## config.mk

```make
export PLATFORM = sky130hd
export DESIGN_NAME = axi_port_router
export DESIGN_NICKNAME = d
export VERILOG_FILES = /design/src/rtl/axi_port_router.sv
export SDC_FILE = /design/constraint.sdc
export NUM_CORES = 1
export LEC_CHECK = 0
export CELL_PAD_IN_SITES_DETAIL_PLACEMENT = 1
export CELL_PAD_IN_SITES_GLOBAL_PLACEMENT = 2
export CORE_AREA = 3 3 448 450
export DETAILED_ROUTE_END_ITERATION = 10
export DIE_AREA = 0 0 451 453
export GPL_ROUTABILITY_DRIVEN = 0
export PLACE_DENSITY_LB_ADDON = 0.1
export SLEW_MARGIN = 25
export SYNTH_ARGS = -nofsm -noshare
export SYNTH_HDL_FRONTEND = slang
export SYNTH_SLANG_ARGS = --single-unit
```

## constraint.sdc

```tcl
create_clock -name clk_i -period 8.21 [get_ports clk_i]
set_input_delay 2.0525 -clock clk_i [delete_from_list [all_inputs] [get_ports clk_i]]
set_output_delay 2.0525 -clock clk_i [all_outputs]
set_load 0.005 [all_outputs]
```

## src/rtl/axi_port_router.sv

```systemverilog
// ---------------------------------------------------------------------------
// axi_port_router: AXI4 single-slave front end that routes AW/AR by a runtime
// rule table to NoMstPorts master ports, with an internal DECERR error slave.
// Optional: define AXI_DEFAULT_PORT_EN to route unmatched addresses to a port.
// Revision: 1.0 - initial release
// ---------------------------------------------------------------------------
`default_nettype none

module axi_port_router #(
  parameter int NoMstPorts = 4,
  parameter int NoRules    = 4,
  parameter int AddrWidth  = 32,
  parameter int DataWidth  = 32,
  parameter int IdWidth    = 4,
  parameter int MaxTrans   = 8
) (
  input  logic clk_i,
  input  logic rst_i,
`ifdef AXI_DEFAULT_PORT_EN
  input  logic                             en_default_i,
  input  logic [$clog2(NoMstPorts)-1:0]    default_idx_i,
`endif
  input  logic [NoRules*($clog2(NoMstPorts)+2*AddrWidth)-1:0] addr_map_i,
  input  logic                             s_aw_valid,
  output logic                             s_aw_ready,
  input  logic [IdWidth-1:0]               s_aw_id,
  input  logic [AddrWidth-1:0]             s_aw_addr,
  input  logic [7:0]                       s_aw_len,
  input  logic                             s_w_valid,
  output logic                             s_w_ready,
  input  logic [DataWidth-1:0]             s_w_data,
  input  logic                             s_w_last,
  output logic                             s_b_valid,
  input  logic                             s_b_ready,
  output logic [IdWidth-1:0]               s_b_id,
  output logic [1:0]                       s_b_resp,
  input  logic                             s_ar_valid,
  output logic                             s_ar_ready,
  input  logic [IdWidth-1:0]               s_ar_id,
  input  logic [AddrWidth-1:0]             s_ar_addr,
  input  logic [7:0]                       s_ar_len,
  output logic                             s_r_valid,
  input  logic                             s_r_ready,
  output logic [IdWidth-1:0]               s_r_id,
  output logic [DataWidth-1:0]             s_r_data,
  output logic [1:0]                       s_r_resp,
  output logic                             s_r_last,
  output logic [NoMstPorts-1:0]                m_aw_valid,
  input  logic [NoMstPorts-1:0]                m_aw_ready,
  output logic [NoMstPorts-1:0][IdWidth-1:0]   m_aw_id,
  output logic [NoMstPorts-1:0][AddrWidth-1:0] m_aw_addr,
  output logic [NoMstPorts-1:0][7:0]           m_aw_len,
  output logic [NoMstPorts-1:0]                m_w_valid,
  input  logic [NoMstPorts-1:0]                m_w_ready,
  output logic [NoMstPorts-1:0][DataWidth-1:0] m_w_data,
  output logic [NoMstPorts-1:0]                m_w_last,
  input  logic [NoMstPorts-1:0]                m_b_valid,
  output logic [NoMstPorts-1:0]                m_b_ready,
  input  logic [NoMstPorts-1:0][IdWidth-1:0]   m_b_id,
  input  logic [NoMstPorts-1:0][1:0]           m_b_resp,
  output logic [NoMstPorts-1:0]                m_ar_valid,
  input  logic [NoMstPorts-1:0]                m_ar_ready,
  output logic [NoMstPorts-1:0][IdWidth-1:0]   m_ar_id,
  output logic [NoMstPorts-1:0][AddrWidth-1:0] m_ar_addr,
  output logic [NoMstPorts-1:0][7:0]           m_ar_len,
  input  logic [NoMstPorts-1:0]                m_r_valid,
  output logic [NoMstPorts-1:0]                m_r_ready,
  input  logic [NoMstPorts-1:0][IdWidth-1:0]   m_r_id,
  input  logic [NoMstPorts-1:0][DataWidth-1:0] m_r_data,
  input  logic [NoMstPorts-1:0][1:0]           m_r_resp,
  input  logic [NoMstPorts-1:0]                m_r_last
);

  localparam int IW = $clog2(NoMstPorts);
  localparam int TW = $clog2(NoMstPorts + 1);
  localparam int RW = IW + 2 * AddrWidth;
  localparam int CW = $clog2(MaxTrans + 1);
  localparam int PW = $clog2(MaxTrans);
  localparam logic [TW-1:0] ERR_TGT = TW'(NoMstPorts);
  localparam logic [CW-1:0] MAX_CNT = CW'(MaxTrans);

  typedef enum logic [1:0] {EW_IDLE, EW_DATA, EW_RESP} ew_state_e;
  typedef enum logic [0:0] {ER_IDLE, ER_DATA} er_state_e;

  logic [TW-1:0] dflt_tgt, aw_tgt, ar_tgt, wr_tgt, rd_tgt, w_tgt;
  logic [CW-1:0] wr_cnt, rd_cnt, wf_cnt;
  logic [PW-1:0] wf_wr, wf_rd;
  logic [TW-1:0] wf_mem [MaxTrans];
  logic aw_allow, ar_allow, aw_tgt_ready, ar_tgt_ready, w_tgt_ready, w_tgt_vld;
  logic aw_fire, ar_fire, w_pop, b_fire, r_done, wf_full, wr_busy, rd_busy;
  logic b_sel_valid, r_sel_valid;
  logic err_aw_valid, err_aw_ready, err_w_valid, err_w_ready, err_b_valid, err_b_ready;
  logic err_ar_valid, err_ar_ready, err_r_valid, err_r_ready, err_r_last;
  ew_state_e ew_state, ew_next;
  er_state_e er_state, er_next;
  logic [IdWidth-1:0] ew_id, er_id;
  logic [7:0] er_len, er_beat;

  // Highest-index matching rule wins because later rules overwrite earlier ones.
  function automatic logic [TW-1:0] decode(input logic [AddrWidth-1:0] addr,
                                           input logic [NoRules*RW-1:0] map,
                                           input logic [TW-1:0] dflt);
    logic [TW-1:0] tgt;
    logic [IW-1:0] idx;
    logic [AddrWidth-1:0] lo, hi;
    tgt = dflt;
    for (int r = 0; r < NoRules; r++) begin
      {idx, lo, hi} = map[r*RW +: RW];
      if (addr >= lo && addr < hi) tgt = TW'(idx);
    end
    return tgt;
  endfunction

`ifdef AXI_DEFAULT_PORT_EN
  assign dflt_tgt = en_default_i ? TW'(default_idx_i) : ERR_TGT;

  logic ax_pending;
  always_ff @(posedge clk_i or posedge rst_i) begin
    if (rst_i) ax_pending <= 1'b0;
    else       ax_pending <= (s_aw_valid & ~s_aw_ready) | (s_ar_valid & ~s_ar_ready);
  end

  assert property (@(posedge clk_i) disable iff (rst_i)
                   ax_pending |-> $stable({en_default_i, default_idx_i}))
    else $fatal(1, "default route changed while an address request was pending");
`else
  assign dflt_tgt = ERR_TGT;
`endif

  assign wr_busy = (wr_cnt != '0);
  assign rd_busy = (rd_cnt != '0);
  assign wf_full = (wf_cnt == MAX_CNT);

  always_comb begin
    aw_tgt = decode(s_aw_addr, addr_map_i, dflt_tgt);
    aw_allow = ~rst_i & ~wf_full &
               (~wr_busy | ((aw_tgt == wr_tgt) & (wr_cnt != MAX_CNT)));
    aw_tgt_ready = (aw_tgt == ERR_TGT) & err_aw_ready;
    for (int t = 0; t < NoMstPorts; t++) begin
      m_aw_valid[t] = s_aw_valid & aw_allow & (aw_tgt == TW'(t));
      if (aw_tgt == TW'(t)) aw_tgt_ready = m_aw_ready[t];
    end
    err_aw_valid = s_aw_valid & aw_allow & (aw_tgt == ERR_TGT);
    s_aw_ready = aw_allow & aw_tgt_ready;
  end

  always_comb begin
    ar_tgt = decode(s_ar_addr, addr_map_i, dflt_tgt);
    ar_allow = ~rst_i & (~rd_busy | ((ar_tgt == rd_tgt) & (rd_cnt != MAX_CNT)));
    ar_tgt_ready = (ar_tgt == ERR_TGT) & err_ar_ready;
    for (int t = 0; t < NoMstPorts; t++) begin
      m_ar_valid[t] = s_ar_valid & ar_allow & (ar_tgt == TW'(t));
      if (ar_tgt == TW'(t)) ar_tgt_ready = m_ar_ready[t];
    end
    err_ar_valid = s_ar_valid & ar_allow & (ar_tgt == ERR_TGT);
    s_ar_ready = ar_allow & ar_tgt_ready;
  end

  assign aw_fire = s_aw_valid & s_aw_ready;
  assign ar_fire = s_ar_valid & s_ar_ready;

  // An empty FIFO bypasses the target of an AW accepted in the same cycle.
  always_comb begin
    w_tgt_vld = (wf_cnt != '0) | aw_fire;
    w_tgt = (wf_cnt != '0) ? wf_mem[wf_rd] : aw_tgt;
    w_tgt_ready = (w_tgt == ERR_TGT) & err_w_ready;
    for (int t = 0; t < NoMstPorts; t++) begin
      m_w_valid[t] = s_w_valid & w_tgt_vld & (w_tgt == TW'(t));
      if (w_tgt == TW'(t)) w_tgt_ready = m_w_ready[t];
    end
    err_w_valid = s_w_valid & w_tgt_vld & (w_tgt == ERR_TGT);
    s_w_ready = ~rst_i & w_tgt_vld & w_tgt_ready;
  end

  assign w_pop = s_w_valid & s_w_ready & s_w_last;

  always_comb begin
    b_sel_valid = (wr_tgt == ERR_TGT) & err_b_valid;
    s_b_id = ew_id;
    s_b_resp = 2'b11;
    for (int t = 0; t < NoMstPorts; t++) begin
      m_b_ready[t] = s_b_ready & wr_busy & (wr_tgt == TW'(t));
      if (wr_tgt == TW'(t)) begin
        b_sel_valid = m_b_valid[t];
        s_b_id = m_b_id[t];
        s_b_resp = m_b_resp[t];
      end
    end
    err_b_ready = s_b_ready & wr_busy & (wr_tgt == ERR_TGT);
    s_b_valid = wr_busy & b_sel_valid;
  end

  always_comb begin
    r_sel_valid = (rd_tgt == ERR_TGT) & err_r_valid;
    s_r_id = er_id;
    s_r_data = '0;
    s_r_resp = 2'b11;
    s_r_last = err_r_last;
    for (int t = 0; t < NoMstPorts; t++) begin
      m_r_ready[t] = s_r_ready & rd_busy & (rd_tgt == TW'(t));
      if (rd_tgt == TW'(t)) begin
        r_sel_valid = m_r_valid[t];
        s_r_id = m_r_id[t];
        s_r_data = m_r_data[t];
        s_r_resp = m_r_resp[t];
        s_r_last = m_r_last[t];
      end
    end
    err_r_ready = s_r_ready & rd_busy & (rd_tgt == ERR_TGT);
    s_r_valid = rd_busy & r_sel_valid;
  end

  assign b_fire = s_b_valid & s_b_ready;
  assign r_done = s_r_valid & s_r_ready & s_r_last;

  for (genvar t = 0; t < NoMstPorts; t++) begin : g_bcast
    assign m_aw_id[t]   = s_aw_id;
    assign m_aw_addr[t] = s_aw_addr;
    assign m_aw_len[t]  = s_aw_len;
    assign m_w_data[t]  = s_w_data;
    assign m_w_last[t]  = s_w_last;
    assign m_ar_id[t]   = s_ar_id;
    assign m_ar_addr[t] = s_ar_addr;
    assign m_ar_len[t]  = s_ar_len;
  end

  always_ff @(posedge clk_i or posedge rst_i) begin
    if (rst_i) begin
      wr_tgt <= '0;
      rd_tgt <= '0;
      wr_cnt <= '0;
      rd_cnt <= '0;
      wf_cnt <= '0;
      wf_wr  <= '0;
      wf_rd  <= '0;
    end else begin
      if (aw_fire) wr_tgt <= aw_tgt;
      if (ar_fire) rd_tgt <= ar_tgt;
      if (aw_fire != b_fire) wr_cnt <= aw_fire ? wr_cnt + CW'(1) : wr_cnt - CW'(1);
      if (ar_fire != r_done) rd_cnt <= ar_fire ? rd_cnt + CW'(1) : rd_cnt - CW'(1);
      if (aw_fire) wf_wr <= wf_wr + PW'(1);
      if (w_pop)   wf_rd <= wf_rd + PW'(1);
      if (aw_fire != w_pop) wf_cnt <= aw_fire ? wf_cnt + CW'(1) : wf_cnt - CW'(1);
    end
  end

  always_ff @(posedge clk_i) begin
    if (aw_fire) wf_mem[wf_wr] <= aw_tgt;
  end

  assign err_aw_ready = (ew_state == EW_IDLE);
  assign err_w_ready  = (ew_state == EW_DATA);
  assign err_b_valid  = (ew_state == EW_RESP);
  assign err_ar_ready = (er_state == ER_IDLE);
  assign err_r_valid  = (er_state == ER_DATA);
  assign err_r_last   = (er_beat == er_len);

  always_ff @(posedge clk_i or posedge rst_i) begin
    if (rst_i) begin
      ew_state <= EW_IDLE;
      er_state <= ER_IDLE;
      ew_id    <= '0;
      er_id    <= '0;
      er_len   <= '0;
      er_beat  <= '0;
    end else begin
      ew_state <= ew_next;
      er_state <= er_next;
      if (err_aw_valid && err_aw_ready) ew_id <= s_aw_id;
      if (err_ar_valid && err_ar_ready) begin
        er_id   <= s_ar_id;
        er_len  <= s_ar_len;
        er_beat <= '0;
      end else if (err_r_valid && err_r_ready) begin
        er_beat <= er_beat + 8'd1;
      end
    end
  end

  always_comb begin
    ew_next = ew_state;
    er_next = er_state;
    case (ew_state)
      EW_IDLE: if (err_aw_valid) ew_next = EW_DATA;
      EW_DATA: if (err_w_valid && s_w_last) ew_next = EW_RESP;
      EW_RESP: if (err_b_ready) ew_next = EW_IDLE;
      default: ew_next = EW_IDLE;
    endcase
    case (er_state)
      ER_IDLE: if (err_ar_valid) er_next = ER_DATA;
      ER_DATA: if (err_r_ready && err_r_last) er_next = ER_IDLE;
      default: er_next = ER_IDLE;
    endcase
  end

endmodule

`default_nettype wire

```

* Word-level counts from Yosys, hierarchy flattened
Memory sizes are Yosys's and may differ from the RTL's.
Cells that the tools add are included.
** Word-level totals
- RAM bits :: 24
- Bits of input ports :: 592
- Memories :: 1
- Output and inout port bits :: 554
- Register bits after elaboration :: 51
- Word-level logic and storage cells :: 225
** Memory list
- wf_mem :: depth 8, bits a word 3, rd ports 1, clocked after memory_dff 0, write ports 1, line 88 : logic [TW-1:0] wf_mem [MaxTrans];
** Operators by class
- Add/sub/neg operators :: 9
- Bitwise operators :: 61
- Muxes and demuxes :: 67
- Reduce and logical (&&, ||, !) cells :: 24
- Eq/ne operators :: 34
- Order comparisons :: 16
** Operator list (count)
- greater-or-equal comparator 32 bit :: 8
- < comparator 32 bit :: 8
- two-way mux 32 bit :: 4
- bitwise AND 1 bit :: 53
- two-way mux 4 bit :: 11
- equality test 3 x 2 -> 1 bit (second input constant) :: 10
- two-way mux 1 bit :: 28
- two-way mux 3 bit :: 9
- two-way mux 2 bit :: 11
- two-way mux 8 bit :: 2
- equality test 3 x 1 -> 1 bit (second input constant) :: 5
- equality test 3 bit (second input constant) :: 5
- zero test 3 bit :: 5
- logical AND 1 bit :: 13
- adder 4 x 1 -> 4 bit (second input constant) :: 3
- nonzero test 4 bit :: 3
- subtractor 4 x 1 -> 4 bit (second input constant) :: 3
- adder 8 x 1 -> 8 bit (second input constant) :: 1
- equality test 8 bit :: 1
- inequality test 4 bit (second input constant) :: 2
- adder 3 x 1 -> 3 bit (second input constant) :: 2
- equality test 3 bit :: 2
- case mux 2 bit (3 select lines) :: 1
- inverter 1 bit :: 5
- other kinds (11) :: 16

* Logic depth before layout (Yosys ltp)
Gate-level depths: netlist of the first run.
- Depth in word-level cells :: 20
- Mapped depth :: 22
- Gate-level depth less buffers :: 21

* Worst setup path after synthesis of the first run
Ideal clock, no wire load.
- Path type :: input to output
- Start :: input addr_map_i[119]
- End :: output m_w_valid[2]
- Path slack :: 711 ps
- Stages on the path :: 17
- Buffers on the path :: 1
- Data required time :: 6157 ps
- Arrival time :: 5447 ps
- Cell sequence :: inv_1 -> ha_1 -> a21o_1 -> a21oi_1 -> o221ai_1 -> a2111o_1 -> a41o_1 -> a211oi_2 -> nor4_4 -> or2_4 -> inv_4 -> xnor2_2 -> a32oi_4 -> nor3_4 -> buf_2 -> o21ai_1 -> nor3b_1
** On the way
- Cells in the longest elaborated chain, start to end :: 16
- Elaborated cells between the ends (all ways) :: 26
- Those cells by class :: 1 x order compare; 6 x eq/ne; 8 x mux; 9 x bitwise; 2 x reduce/logical
** RTL lines
- from (decl) :: line 23 : input logic [NoRules*($clog2(NoMstPorts)+2*AddrWidth)-1:0] addr_map_i,
- greater-or-equal comparator 32 bit (*) :: line 109 : if (addr >= lo && addr < hi) tgt = TW'(idx);
- logical AND 1 bit (*) :: line 109
- two-way mux 3 bit (*) (3 in series) :: line 109
- via aw_tgt[0] :: line 85 : logic [TW-1:0] dflt_tgt, aw_tgt, ar_tgt, wr_tgt, rd_tgt, w_tgt;
- equality test 3 bit :: line 138 : aw_tgt_ready = (aw_tgt == ERR_TGT) & err_aw_ready;
- bitwise AND 1 bit :: line 138
- two-way mux 1 bit (4 in series) :: line 141 : if (aw_tgt == TW'(t)) aw_tgt_ready = m_aw_ready[t];
- bitwise AND 1 bit :: line 144 : s_aw_ready = aw_allow & aw_tgt_ready;
- bitwise AND 1 bit :: line 159 : assign aw_fire = s_aw_valid & s_aw_ready;
- OR 1 bit :: line 164 : w_tgt_vld = (wf_cnt != '0) | aw_fire;
- bitwise AND 1 bit :: line 168 : m_w_valid[t] = s_w_valid & w_tgt_vld & (w_tgt == TW'(t));
- bitwise AND 1 bit (*) :: line 168
- to (decl) :: line 53 : output logic [NoMstPorts-1:0] m_w_valid,
Mark *: on every way through the listed nets, which the timed path passes. The rest lies on a longest branch.

* Worst setup path in the final report of the first run
- Start :: input addr_map_i[125]
- End :: output m_aw_valid[2]
** On the way
- Cells in the longest elaborated chain, start to end :: 11
- Elaborated cells between the ends (all ways) :: 12
- Those cells by class :: 1 x order compare; 2 x eq/ne; 3 x mux; 5 x bitwise; 1 x reduce/logical
** RTL lines
- greater-or-equal comparator 32 bit (*) :: line 109
- logical AND 1 bit (*) :: line 109
- two-way mux 3 bit (*) (3 in series) :: line 109
- via aw_tgt[0] :: line 85
- equality test 3 bit :: line 137 : (~wr_busy | ((aw_tgt == wr_tgt) & (wr_cnt != MAX_CNT)));
- bitwise AND 1 bit :: line 137
- OR 1 bit :: line 137
- bitwise AND 1 bit :: line 136 : aw_allow = ~rst_i & ~wf_full &
- bitwise AND 1 bit :: line 140 : m_aw_valid[t] = s_aw_valid & aw_allow & (aw_tgt == TW'(t));
- bitwise AND 1 bit (*) :: line 140
- to (decl) :: line 48 : output logic [NoMstPorts-1:0] m_aw_valid,
Marks and branches as above.

==> results of run 1 <==
flip-flops by register name, indices dropped and copies added (netlist names):
register	cells
wf_mem	24
er_beat	8
er_len	8
er_id	4
ew_id	4
rd_cnt	4
wf_cnt	4
wr_cnt	4
rd_tgt	3
wf_rd	3
wf_wr	3
wr_tgt	3
ew_state	2
er_state	1
power groups by stage:
| stage | clock, mW | combinational (mW) | sequential, mW |
|---|---|---|---|
| floorplan | 0 | 1.66 | 0.581 |
| global placement | 0 | 3.51 | 0.733 |
| detailed placement | 0 | 3.48 | 0.733 |
| CTS | 0.438 | 3.74 | 0.728 |
| global route | 0.447 | 4.17 | 0.747 |
| finish | 0.407 | 3.77 | 0.710 |
cells in the final DEF (no fill, tap or decap), types with 16 or more instances in the layout:
cell / n
a21o_1: 63
a21oi_1: 129
a21oi_2: 38
buf_12: 49
buf_4: 645
buf_6: 47
clkbuf_2: 18
clkdlybuf4s50_1: 809
dfrtp_1: 48
diode_2: 18
dlygate4sd2_1: 52
dlymetal6s2s_1: 53
edfxtp_1: 24
ha_1: 403
ha_4: 110
inv_1: 187
inv_2: 98
mux2_2: 26
mux4_2: 46
nand2_1: 126
nand3_1: 31
nand4_1: 69
nor2_1: 69
nor2b_1: 49
nor3_1: 26
o211ai_1: 16
o21a_1: 17
o21ai_0: 68
o21ai_1: 24
xnor2_1: 17
cells in the mapped netlist (7+ instances only):
master,n,area [µm²]
nand2b_1,13,81.3
buf_1,8,30.0
mux4_2,46,1040
nor3_1,35,175
xor2_1,15,131
ha_1,513,6420
dfrtp_1,51,1280
nand2_1,135,507
nor2b_1,51,319
a31oi_1,11,68.8
clkbuf_1,19,71.3
a221oi_1,15,131
and4_1,15,131
xnor2_1,19,166
mux2i_1,15,150
nor4_1,18,113
o21ai_0,101,505
nand3_1,32,160
and2_1,11,68.8
buf_4,485,3640
or2_2,13,81.3
a21oi_1,170,851
a211oi_1,26,195
nor2_1,78,293
nor3b_1,7,52.6
a21o_1,63,473
a2111oi_0,12,105
and3_1,12,75.1
mux2_2,27,304
o31ai_1,7,52.6
nand4_1,69,432
o21a_1,17,128
o211ai_1,16,120
o221ai_1,7,61.3
edfxtp_1,24,721
inv_1,285,1070
or3_1,7,43.8
cell families (layout without fill, tap and decap cells):
family | count (synthesis) | after routing
buffers and inverters | 801 | 1994
XOR/XNOR | 36 | 36
flip-flops | 75 | 75
other | 0 | 18
AO/OA/AOI/OAI | 518 | 518
multiplexers | 90 | 90
AND/OR/NAND/NOR | 516 | 516
adder cells (fa/ha/maj) | 516 | 516
through the flow:
step | TNS (ns) | utilization
finish | 0 | 0.201
global route | -0.391 | 0.201
CTS | -0.0625 | 0.192
detailed placement | -17.18 | 0.181
global placement | -17.17 | 0.181
floorplan | 0 | -
routing by layer:
metal / share of wire / wire (µm)
met5: 0.000089 / 13
met4: 0.015 / 2250
met3: 0.030 / 4370
met2: 0.55 / 80700
met1: 0.40 / 58600
layout make-up:
cell class | instances | area [µm²]
clock inverter | 7 | 60.1
timing repair buffer | 1691 | 15900
multi-input combinational | 1676 | 17100
antenna | 18 | 45.0
clock buffer | 9 | 225
fill | 22900 | 157000
tap | 2640 | 3300
inverter | 287 | 1080
sequential | 75 | 2000
final timing paths:
path | from | endpoint | depth (start not counted)
min reg2reg | rd_cnt[3] | rd_cnt[3] | 1
max in group asynchronous | rst_i | rd_tgt[2] | 3
max | addr_map_i[125] | m_aw_valid[2] | 19
max reg2reg | wr_cnt[0] | wf_cnt[3] | 14
min in group asynchronous | rst_i | rd_cnt[2] | 3
min | rd_cnt[3] | rd_cnt[3] | 1
what timing repair did:
action                                  in CTS  in global routing
endpoints found under the setup margin      16                 18
hold buffers                                 0                  0
setup buffers                               56                 51
resized for setup                          387                365
cloned                                       1                  0
pin swaps                                  104                133
==> flow_summary.json, run 1 <==
{
  "status": "finished clean",
  "syn2layout_area_growth_pct": 86.5,
  "synthesis.area_um2": 21300,
  "dp_cells": 6277,
  "worst-path-max-fanout": 3,
  "syn_inst": 2552,
  "crit_required_ns": 6.16,
  "timing.fmax_mhz": 123,
  "dr.pass1.iters": 4,
  "critPathArrivalTime_ns": 6.10,
  "dieArea_um2": 204000,
  "synthFlopType": "dfrtp_1",
  "groute.usage.overall": 0.136,
  "avgSynthCellArea_um2": 8.33,
  "dp_slack_ns": -1.38,
  "cts_tree": "done",
  "crit_type": "input pin to output port",
  "fin_crit_sh": 0.993,
  "ant_nets": 0,
  "cp-end-kind": "output port",
  "clk_latency_ns": 0.36,
  "rsz0062_at_grt": "true",
  "portBuffers": 945,
  "switching_share": 0.436,
  "ir_worst_vdd_mv": 0.104,
  "grt_use_met2": 0.272,
  "power.switching_mw": 2.13,
  "antenna_found_initial": 49,
  "drive_above_1_share": 0.345,
  "synthMuxAreaShare": 0.0715,
  "avgViaCountPerCell": 3.55,
  "postLayoutCellArea_um2": 39600,
  "drv_cap": 0,
  "maxSlewHeadroom": 0.356,
  "h-tree-depth": 3,
  "fin_crit_ns": 8.15,
  "p_clk_frac": 0.083,
  "whs_ns": 0.493,
  "clockRootBuffer": "clkbuf_16",
  "crit_path_frequent_cell": "buf_6",
  "drv_slew": 0,
  "internal_power_mw": 2.76,
  "grt.busiest_layer": "met2",
  "worst_slack_ns": 0.0593,
  "synth_top_family_by_area": "adder cells",
  "drc": 0,
  "synth_cell_types": 88,
  "comb_power_share": 0.772,
  "synthAdderAreaFrac": 0.305,
  "path_cells": "clkdlybuf4s50_1 > inv_1 > ha_1 > a21oi_2 > a21oi_4 > a2111o_1 > a41o_4 > buf_4 > a211oi_4 > nor4_4 > or2_4 > inv_4 > xnor2_4 > a32oi_4 > buf_6 > buf_6 > or3_4 > nor2_4 > buf_2",
  "nets": 4848,
  "routed_wl_mm": 146,
  "ys_ff_latch": 75,
  "crit_family": "compound AO/OA/AOI/OAI gates",
  "synth_seq_area_share": 0.0939,
  "grt_pass1_vias": 25000,
  "die_w_um": 451,
  "wl_per_cell_um": 22.8,
  "power.leakage_nw": 17.7,
  "cts_buffers": 9,
  "core_area_um2": 197000,
  "regToRegSetupSlack_ns": 4.38,
  "vias": 22700,
  "place_area_um2": 35700,
  "core.rowCount": 163,
  "yosysWarnings": 0,
  "cts_buffer_depth": 2,
  "syn_nets": 3660,
  "synth-edff-count": 24,
  "powerDensity_nw_per_um2": 123,
  "die_y_um": 453,
  "cpPeakStageDelay_ns": 0.46,
  "clk_pin_slew_ns": 0.07,
  "clock_sinks": 75,
  "grtUsageMet3": 0.0152,
  "synth-compound-area-share": 0.158,
  "grt_max_degree": 57,
  "cp_num_buf_inv": 7,
  "tightest_slew_ns": 0.966,
  "drtIter0Drc": 627,
  "critPathLaunchType": "input pin",
  "hp-class": "flop to flop",
  "synthXorXnorAreaFrac": 0.0155,
  "start_util": 0.108,
  "fin_cells": 6403,
  "crit_path_top_delay_cell": "clkdlybuf4s50_1",
  "use_met1": 0.157,
  "hold_viol": 0,
  "async_flop_share": 0.680,
  "setup_viol": 0,
  "p_total_mw": 4.89,
  "dpl.hpwl_mm": 131,
  "p_seq_frac": 0.145,
  "finClkSkew_ns": 0.00961,
  "grt-ovfl-total": 0,
  "io_pins": 1146,
  "yosys.area_share.simple": 0.129,
  "grt_pass1_wl_mm": 197
}
No activity file was read; power rests on OpenSTA's default activity.
==> run 2: changes to the inputs <==
--- a/config.mk
+++ b/config.mk
@@ -12,7 +12,7 @@
 export DIE_AREA = 0 0 451 453
 export GPL_ROUTABILITY_DRIVEN = 0
 export PLACE_DENSITY_LB_ADDON = 0.1
-export SLEW_MARGIN = 25
+export SLEW_MARGIN = 20
 export SYNTH_ARGS = -nofsm -noshare
 export SYNTH_HDL_FRONTEND = slang
 export SYNTH_SLANG_ARGS = --single-unit
==> results of run 2 <==
Same layout as run 1: the final DEF is identical, and so are final timing and power.
==> run 3: changes to the inputs <==
--- a/config.mk
+++ b/config.mk
@@ -12,6 +12,7 @@
 export DIE_AREA = 0 0 451 453
 export GPL_ROUTABILITY_DRIVEN = 0
 export PLACE_DENSITY_LB_ADDON = 0.1
+export SKIP_LAST_GASP = 1
 export SLEW_MARGIN = 20
 export SYNTH_ARGS = -nofsm -noshare
 export SYNTH_HDL_FRONTEND = slang
==> run 3 against run 2 <==
Net effect:
- combinational power rose by 1%
- first-iteration DRC count is 4.5% lower
- worst setup slack gained 0.055 ns
- final cell count increased by 0.20%
- sequential power about the same
- flip-flop and latch count unchanged
- register-to-register slack barely moved
- design area is 1.9% higher
- power grew 0.88%
- largest cell class unchanged
- largest power group unchanged
==> flow_summary.json, run 3 (synthesis gave the netlist of run 1 again) <==
{
  "status": "finished clean",
  "avgViaCountPerCell": 3.54,
  "portBuffers": 945,
  "critPathLaunchType": "input pin",
  "dieArea_um2": 204000,
  "syn2layout_area_growth_pct": 90.1,
  "clk_latency_ns": 0.36,
  "cts_tree": "done",
  "crit_family": "buffers and inverters",
  "grt-ovfl-total": 0,
  "powerDensity_nw_per_um2": 122,
  "fin_crit_sh": 0.986,
  "io_pins": 1146,
  "cts_buffer_depth": 2,
  "die_y_um": 453,
  "fin_crit_ns": 8.10,
  "finClkSkew_ns": 0.00999,
  "vias": 22700,
  "die_w_um": 451,
  "grtUsageMet3": 0.0153,
  "drv_cap": 0,
  "dpl.hpwl_mm": 131,
  "drv_slew": 0,
  "grt_pass1_wl_mm": 197,
  "place_area_um2": 35700,
  "grt.busiest_layer": "met2",
  "hp-class": "flop to flop",
  "drive_above_1_share": 0.370,
  "postCtsHoldBufs": 0,
  "clockRootBuffer": "clkbuf_16",
  "wl_per_cell_um": 22.8,
  "cpPeakStageDelay_ns": 0.53,
  "drtIter0Drc": 599,
  "h-tree-depth": 3,
  "nets": 4862,
  "antenna_found_initial": 52,
  "core.rowCount": 163,
  "postLayoutCellArea_um2": 40400,
  "groute.usage.overall": 0.136,
  "worst-path-max-fanout": 2,
  "critPathArrivalTime_ns": 6.04,
  "crit_required_ns": 6.16,
  "cts_buffers": 9,
  "grt_use_met2": 0.272,
  "clk_pin_slew_ns": 0.07,
  "dr.pass1.iters": 4,
  "drc": 0,
  "final_common_cell": "clkdlybuf4s50_1",
  "worst_slack_ns": 0.114,
  "hold_viol": 0,
  "reg.largest.list": "wf_mem: 24 flops, er_beat: 8 flops, er_len: 8 flops",
  "largest_reg_flops": 24,
  "path_cells": "clkdlybuf4s50_1 > inv_1 > ha_1 > a211oi_2 > nand2_1 > a211oi_1 > o211ai_1 > a31o_4 > nor2_4 > buf_12 > mux2i_4 > or2_4 > inv_4 > xnor2_4 > a32oi_4 > buf_6 > buf_4 > or3_4 > nor2_2 > buf_2",
  "cp-end-kind": "output port",
  "ir_worst_vdd_mv": 0.105,
  "nFillCells": 22900,
  "timing.fmax_mhz": 124,
  "use_met1": 0.157,
  "maxSlewHeadroom": 0.357,
  "start_util": 0.108,
  "ant_nets": 0,
  "crit_path_top_delay_cell": "clkdlybuf4s50_1",
  "grt_pass1_vias": 25000,
  "regMostFlops": "wf_mem",
  "setup_viol": 0,
  "routed_wl_mm": 146,
  "clock_sinks": 75,
  "cp_num_buf_inv": 7,
  "grt_max_degree": 57,
  "dp_slack_ns": -1.38,
  "power.leakage_nw": 18.1,
  "final_cell_mix": "769 x clkdlybuf4s50_1, 653 x buf_4, 369 x ha_1, 158 x inv_1, 135 x ha_4",
  "tightest_slew_ns": 0.964,
  "core_area_um2": 197000,
  "crit_type": "input pin to output port"
}
-- run 3: repair_timing --
item,CTS,global route
buffers inserted,56,65
gates resized for setup,379,528
pin swaps,103,176
cloned,1,0
setup endpoints to repair,16,18
-- run 3: per-layer routing --
metal	wire length (µm)	part of all wire
met4	2100	0.014
met2	81100	0.55
met5	13	0.000089
met3	4220	0.029
met1	59100	0.40
-- run 3: worst paths after layout --
check                                end  slack (ns)            start  depth (start not counted)
hold reg to reg                rd_cnt[3]        0.48        rd_cnt[3]                          1
min in group asynchronous      rd_cnt[2]        2.54            rst_i                          3
hold / removal                 rd_cnt[3]        0.48        rd_cnt[3]                          1
setup reg to reg               wf_cnt[3]        4.38        wr_cnt[0]                         14
max in group asynchronous      rd_tgt[2]        5.10            rst_i                          3
setup / recovery           m_aw_valid[2]        0.11  addr_map_i[219]                         20
-- run 3: stage by stage --
step	hold slack (ns)	total power, mW	std cells	utilization	setup TNS (ns)
5_1_grt	0.529	5.41	6403	0.205	-0.127
3_3_place_gp	0.482	4.24	6277	0.181	-17.17
2_1_floorplan	0.460	2.24	2552	-	0
3_5_place_dp	0.482	4.21	6277	0.181	-17.18
6_report	0.483	4.94	6416	0.205	0
4_1_cts	0.493	4.90	6339	0.191	-0.152
-- run 3: power by group --
group	internal, mW	total (mW)	switching (mW)
Sequential	0.499	0.712	0.213
Combinational	2.07	3.82	1.74
Clock	0.210	0.408	0.198
Total	2.78	4.94	2.15
-- run 3: layout make-up --
class	count	area [µm²]	area share
sequential	75	2000	0.0495
multi-input combinational	1676	17600	0.435
antenna	17	42.5	0.00105
clock inverter	7	60.1	0.00149
timing repair buffer	1705	16100	0.399
inverter	287	1080	0.0268
clock buffer	9	225	0.00557
tap	2640	3300	0.0817
-- run 3: worst register-to-register path, stage by stage, from the launching register on --
cell,delay (ns)
dfrtp_1,0.45
nor3_1,0.78
a21oi_2,0.16
a32oi_4,0.33
nor3_4,0.08
buf_4,0.15
buf_4,0.13
inv_2,0.05
buf_4,0.26
ha_1,0.29
a21o_1,0.17
a21o_1,0.18
or2_0,0.20
or4_1,0.41
o211ai_1,0.11
